$ cat config.mk
export PLATFORM = sky130hd
export DESIGN_NAME = hd_rr_arbiter
export DESIGN_NICKNAME = d
export VERILOG_FILES = /design/src/rtl/hd_arb_pkg.sv /design/src/rtl/hd_rr_pick.sv /design/src/rtl/hd_rr_arbiter.sv
export SDC_FILE = /design/constraint.sdc
export NUM_CORES = 1
export LEC_CHECK = 0
export ABC_AREA = 0
export CORE_MARGIN = 2
export CORE_UTILIZATION = 35
export CTS_BUF_LIST = sky130_fd_sc_hd__clkbuf_8
export DETAILED_ROUTE_END_ITERATION = 10
export PLACE_DENSITY = 0.87
export SYNTH_ARGS = -nofsm -noshare
export SYNTH_HDL_FRONTEND = slang
export SYNTH_SLANG_ARGS = --single-unit
$ cat constraint.sdc
create_clock -name clk -period 4.6 [get_ports clk]
set_input_delay 0.69 -clock clk [delete_from_list [all_inputs] [get_ports clk]]
set_output_delay 0.69 -clock clk [all_outputs]
set_load 0.05 [all_outputs]
$ cat src/rtl/hd_arb_pkg.sv
// Shared defaults and the rotate-priority pick function for the hd_rr_arbiter slice.
package hd_arb_pkg;

    localparam int DEF_DATA_WIDTH = 32;
    localparam int DEF_NUM_SRC    = 4;
    localparam int MAX_SRC        = 16;
    localparam int IDX_W          = 4;

    typedef struct packed {
        logic             found;
        logic [IDX_W-1:0] idx;
    } pick_t;

    // First set bit of req at or after ptr, wrapping modulo n (n <= MAX_SRC).
    function automatic pick_t rr_pick(input logic [MAX_SRC-1:0] req,
                                      input logic [IDX_W-1:0]   ptr,
                                      input int                 n);
        pick_t r;
        int    j;
        r = '0;
        // Walk downwards so the lowest rotated offset is the last assignment made.
        for (int k = MAX_SRC - 1; k >= 0; k--) begin
            if (k < n) begin
                j = int'(ptr) + k;
                if (j >= n) j = j - n;
                if (req[j[IDX_W-1:0]]) begin
                    r.found = 1'b1;
                    r.idx   = j[IDX_W-1:0];
                end
            end
        end
        return r;
    endfunction

endpackage

$ cat src/rtl/hd_rr_pick.sv
// Rotate-priority encoder: one-hot grant and index of the first requester at or after ptr.
// Latency: purely combinational.
// Backpressure: none; gnt_vld is low when no request is present.
module hd_rr_pick
    import hd_arb_pkg::*;
#(
    parameter int NUM_SRC  = DEF_NUM_SRC,
    parameter int ID_WIDTH = $clog2(NUM_SRC)
) (
    input  logic [NUM_SRC-1:0]  req,
    input  logic [ID_WIDTH-1:0] ptr,
    output logic                gnt_vld,
    output logic [NUM_SRC-1:0]  gnt_onehot,
    output logic [ID_WIDTH-1:0] gnt_idx
);

    pick_t pick;

    always_comb begin
        pick       = rr_pick(MAX_SRC'(req), IDX_W'(ptr), NUM_SRC);
        gnt_vld    = pick.found;
        gnt_idx    = pick.idx[ID_WIDTH-1:0];
        gnt_onehot = '0;
        for (int i = 0; i < NUM_SRC; i++) begin
            if (pick.found && (pick.idx == IDX_W'(i))) gnt_onehot[i] = 1'b1;
        end
    end

endmodule

$ cat src/rtl/hd_rr_arbiter.sv
// N-way round-robin merge onto one registered output stage; HD_ARB_LOCK_EN adds packet lock.
// Latency: one cycle from source transfer to dest_valid; one beat per cycle when dest_ready stays high.
// Backpressure: src_ready is gated by ~dest_valid | dest_ready, so a stalled sink stalls every source.
module hd_rr_arbiter
    import hd_arb_pkg::*;
#(
    parameter int DATA_WIDTH = DEF_DATA_WIDTH,
    parameter int NUM_SRC    = DEF_NUM_SRC,
    parameter int ID_WIDTH   = $clog2(NUM_SRC)
) (
    input  logic                          clk,
    input  logic                          rst,
    input  logic [NUM_SRC-1:0]            src_valid,
    input  logic [NUM_SRC*DATA_WIDTH-1:0] src_data,
`ifdef HD_ARB_LOCK_EN
    input  logic [NUM_SRC-1:0]            src_last,
`endif
    output logic [NUM_SRC-1:0]            src_ready,
    output logic                          dest_valid,
    output logic [DATA_WIDTH-1:0]         dest_data,
    output logic [ID_WIDTH-1:0]           dest_id,
`ifdef HD_ARB_LOCK_EN
    output logic                          dest_last,
`endif
    input  logic                          dest_ready
);

    logic [ID_WIDTH-1:0]   ptr_q, ptr_d;
    logic                  dest_valid_q, dest_valid_d;
    logic [DATA_WIDTH-1:0] dest_data_q, dest_data_d;
    logic [ID_WIDTH-1:0]   dest_id_q, dest_id_d;
`ifdef HD_ARB_LOCK_EN
    logic                  locked_q, locked_d;
    logic                  dest_last_q, dest_last_d;
    logic                  win_last;
`endif

    logic [NUM_SRC-1:0]    pick_req;
    logic [ID_WIDTH-1:0]   pick_ptr;
    logic                  gnt_vld;
    logic [NUM_SRC-1:0]    gnt_onehot;
    logic [ID_WIDTH-1:0]   gnt_idx;
    logic                  load_en;
    logic                  src_xfer;
    logic [DATA_WIDTH-1:0] win_data;
    logic [ID_WIDTH-1:0]   nxt_ptr;

`ifdef HD_ARB_LOCK_EN
    // While a packet is open only its owner may win; dest_id_q still names that owner.
    assign pick_req = locked_q ? (src_valid & (NUM_SRC'(1) << dest_id_q)) : src_valid;
    assign pick_ptr = locked_q ? dest_id_q : ptr_q;
    assign win_last = |(src_last & gnt_onehot);
`else
    assign pick_req = src_valid;
    assign pick_ptr = ptr_q;
`endif

    hd_rr_pick #(
        .NUM_SRC  (NUM_SRC),
        .ID_WIDTH (ID_WIDTH)
    ) u_pick (
        .req        (pick_req),
        .ptr        (pick_ptr),
        .gnt_vld    (gnt_vld),
        .gnt_onehot (gnt_onehot),
        .gnt_idx    (gnt_idx)
    );

    assign load_en   = ~dest_valid_q | dest_ready;
    assign src_xfer  = load_en & gnt_vld;
    assign src_ready = gnt_onehot & {NUM_SRC{src_xfer}};
    assign nxt_ptr   = (gnt_idx == ID_WIDTH'(NUM_SRC - 1)) ? '0 : gnt_idx + ID_WIDTH'(1);

    always_comb begin
        win_data = '0;
        for (int i = 0; i < NUM_SRC; i++) begin
            if (gnt_onehot[i]) win_data = src_data[i*DATA_WIDTH +: DATA_WIDTH];
        end
    end

    always_comb begin
        ptr_d        = ptr_q;
        dest_valid_d = dest_valid_q;
        dest_data_d  = dest_data_q;
        dest_id_d    = dest_id_q;
`ifdef HD_ARB_LOCK_EN
        locked_d     = locked_q;
        dest_last_d  = dest_last_q;
`endif
        if (src_xfer) begin
            dest_valid_d = 1'b1;
            dest_data_d  = win_data;
            dest_id_d    = gnt_idx;
`ifdef HD_ARB_LOCK_EN
            dest_last_d  = win_last;
            locked_d     = ~win_last;
            if (win_last) ptr_d = nxt_ptr;
`else
            ptr_d        = nxt_ptr;
`endif
        end else if (dest_ready) begin
            dest_valid_d = 1'b0;
        end
    end

    always_ff @(posedge clk or posedge rst) begin
        if (rst) begin
            ptr_q        <= '0;
            dest_valid_q <= 1'b0;
            dest_data_q  <= '0;
            dest_id_q    <= '0;
`ifdef HD_ARB_LOCK_EN
            locked_q     <= 1'b0;
            dest_last_q  <= 1'b0;
`endif
        end else begin
            ptr_q        <= ptr_d;
            dest_valid_q <= dest_valid_d;
            dest_data_q  <= dest_data_d;
            dest_id_q    <= dest_id_d;
`ifdef HD_ARB_LOCK_EN
            locked_q     <= locked_d;
            dest_last_q  <= dest_last_d;
`endif
        end
    end

    assign dest_valid = dest_valid_q;
    assign dest_data  = dest_data_q;
    assign dest_id    = dest_id_q;
`ifdef HD_ARB_LOCK_EN
    assign dest_last  = dest_last_q;
`endif

endmodule

==> run metrics <==
DRT Pass-1 Iters=4; NetSw=2.053 mW; r2r setup slk=roughly 560 ps; Ports=174; Synth Area in Adders=under 10%; Initial Utilization=36.80%; Hold Path Stages=2; Setup crit end kind=output port; sequential fraction of the synthesis area=39.17%; CTS Sinks=37; final RePlAce weighted congestion=0.8853; final max-slew violation count=0; syn nets=395; clock-pin slew on the worst setup and hold paths=roughly 70 ps; P&R area growth vs syn=79.30%; min Tclk post-route=~4200 ps; Synth Area in XOR/XNOR=0%; die area=7426 µm²; Root Driver=clkbuf_8; Clock Latency Late Sink=280 ps; core footprint=~6400 µm²; Fin Setup TNS=0 ps; post-route ant nets=0; Hold Path Class=register to register; crit path kind=register to output port; Netlist cell types=33; slowest stage cell, crit path=dfrtp_1; asr flop ratio synth=100.0%; Worst path max stage delay=around 630 ps; Post-synth EDFFs=0; status=finished clean; Finished Core Util=65.98%; grt ovf=0; # diodes=0; CTS H-tree depth=2; maximum clock rate=roughly 240 MHz; mux share of post-synthesis cell area=between 3 and 4%; vias in the first global route=2845; routed vias=2735; Mapped Area=approximately 2400 µm²; initial antenna violation count=0; post-synthesis compound-gate area fraction=35.79%; # hold bufs at CTS=0; CTS tree=yes; drt first-iter violations=between 100 and 150; TritonCTS Buffers=5; Internal Pwr Total=1.757 mW; Fin. Hold Viols=0; max capacitance violation total=0; routed vias/inst=~5.5; Die Wd=86.18 µm; syn avg cell area=9.416 µm²; peak supply drop=0.4647 mV; largest net degree at the start of global routing=42; die height=86.18 µm; post-DP HPWL=6.592 mm; Arr. time, crit path=3560 ps; pre-CTS setup slack=340.0 ps; RSZ-0062 raised after global routing=false; Most used DFF post-synth=dfrtp_1; CP most frequent cell=inv_1; Synth Register Bits=37; worst slew pin tran=about 730 ps; commonest non-fill, non-tap cell in the layout=clkdlybuf4s50_1; Worst Hold End=dest_data[11]; Clock Skew=between 7 and 8 ps; Seq pwr share=15.8%; PortBufs=173; crit path max fanout=17; gr usage total=22.52%; Logic pwr share=78.7%; Cell Pwr Density=899.0 nW/µm²; nets=560; most frequent cells in the layout=clkdlybuf4s50_1 (169), nand2_1 (38), dfrtp_1 (37), o31ai_1 (33); crit path buf inv count=4; Setup-failing EPs final=0; crit path cell chain=inv_1 -> ha_1 -> a21bo_2 -> o2bb2ai_2 -> a211oi_1 -> a2bb2oi_1 -> inv_1 -> ha_1 -> inv_1 -> nor2_1 -> buf_12; startpoint class of the critical path=register; Total Wirelength=8.564 mm; Worst EP required=3910 ps; layout cells sized above 1=roughly 6.5%; Final Power=between 3 and 4 mW; fin crit share=92.35%; reg2reg end=dest_data[10]; HP Start=dest_data[11]; drt wl/cell=~17 µm; row count=29; FF-to-FF Start=pick_ptr[0]; Cells after Synth=251; relative slew slack=51.14%; R2R depth=13; Clk network pwr share=5.4%; first-pass GRT wire length=13.20 mm; Setup WS post-layout=352.1 ps; Ys Warns=0; sw frac=53.88%; Leak=1.717 nW; drc violations=0; crit-path leading delay family=adder cells; CTS max path bufs=2; main combinational cell family by area after synthesis=compound AO/OA/AOI/OAI gates; Synth Area in Simple Gates=9.370%
## final cells by class
type / instances / area [µm²]
fillers: 544 / 2185
clock buffers: 5 / 68.82
well taps: 77 / 96.34
multi-input cells: 180 / 1282
clock inverters: 3 / 11.26
flip-flops and latches: 37 / 925.9
inverters: 9 / 33.78
repair buffers: 183 / 1819
## how the worst max path moves through the flow
stage / slack (ps) / from / endpoint / cells after the start
2_1_floorplan: 810 / pick_ptr[0] / src_ready[1] / 13
3_3_place_gp: 490 / src_valid[0] / src_ready[2] / 9
3_5_place_dp: 340 / src_valid[0] / src_ready[0] / 9
4_1_cts: 180 / pick_ptr[0] / src_ready[0] / 10
5_1_grt: 120 / pick_ptr[0] / src_ready[1] / 11
6_report: 350 / pick_ptr[0] / src_ready[1] / 11
## per-layer routing
metal / vias to the layer above / track usage (%) / wire, µm
met2: 121 / 40.38 / 4543
li1: 1316 / - / -
met4: 0 / 9.375 / 182
met5: - / 0 / 0
met3: 14 / 6.667 / 608
met1: 1284 / 24.79 / 3229
## kinds of logic after synthesis
kind of cell / after synthesis
compound gates: 111
simple gates: 52
flops: 37
buf+inv: 34
fa+ha+maj: 9
mux: 8
## synth_stat cells, drive strengths merged, types with 2 or more instances
library cell | count | share of area (%)
dfrtp | 37 | 39
mux2 | 4 | 2.1
nand2b | 2 | 0.53
o21ai | 3 | 0.64
o31ai | 33 | 10
mux2i | 4 | 1.7
inv | 9 | 1.4
a211oi | 2 | 0.64
nand2 | 38 | 6.0
a221oi | 32 | 12
ha | 9 | 4.8
clkbuf | 16 | 2.5
buf | 9 | 3.2
nor2 | 8 | 1.3
o22ai | 32 | 8.5
## worst register-to-register path, delay by kind of cell (launching register included)
family / cells / cell delay, ps
AOI/OAI and AO/OA: 6 / 1270
buffers and inverters: 4 / 940
and+or+nand+nor: 1 / 450
DFF: 1 / 630
adders and majority gates: 2 / 620
## sequential cells by signal, summed over array words and instances (netlist names)
register	count
dest_id	2
pick_ptr	2
dest_data	32
dest_valid	1
## power groups by stage
stage | clock [mW] | sequential (mW) | combinational (mW)
floorplan | 0 | 1.09 | 1.62
global placement | 0 | 0.602 | 2.93
detailed placement | 0 | 0.612 | 3.00
CTS | 0.217 | 0.606 | 3.01
global route | 0.231 | 0.627 | 3.24
finish | 0.207 | 0.604 | 3.00
## metrics by stage
step,cell area [µm²],hold slack (ps),cells
2_1_floorplan,2364,607.3,251
3_3_place_gp,4153,459.6,486
3_5_place_dp,4153,464.7,486
4_1_cts,4233,481.6,494
5_1_grt,4238,498.8,494
6_report,4238,480.5,494
## what timing repair did
action / CTS / global route
buffers inserted: 0 / 0
endpoints found under the setup margin: 0 / 2
resized for setup: 0 / 2
Note: power is estimated with default switching activity, not from simulation.
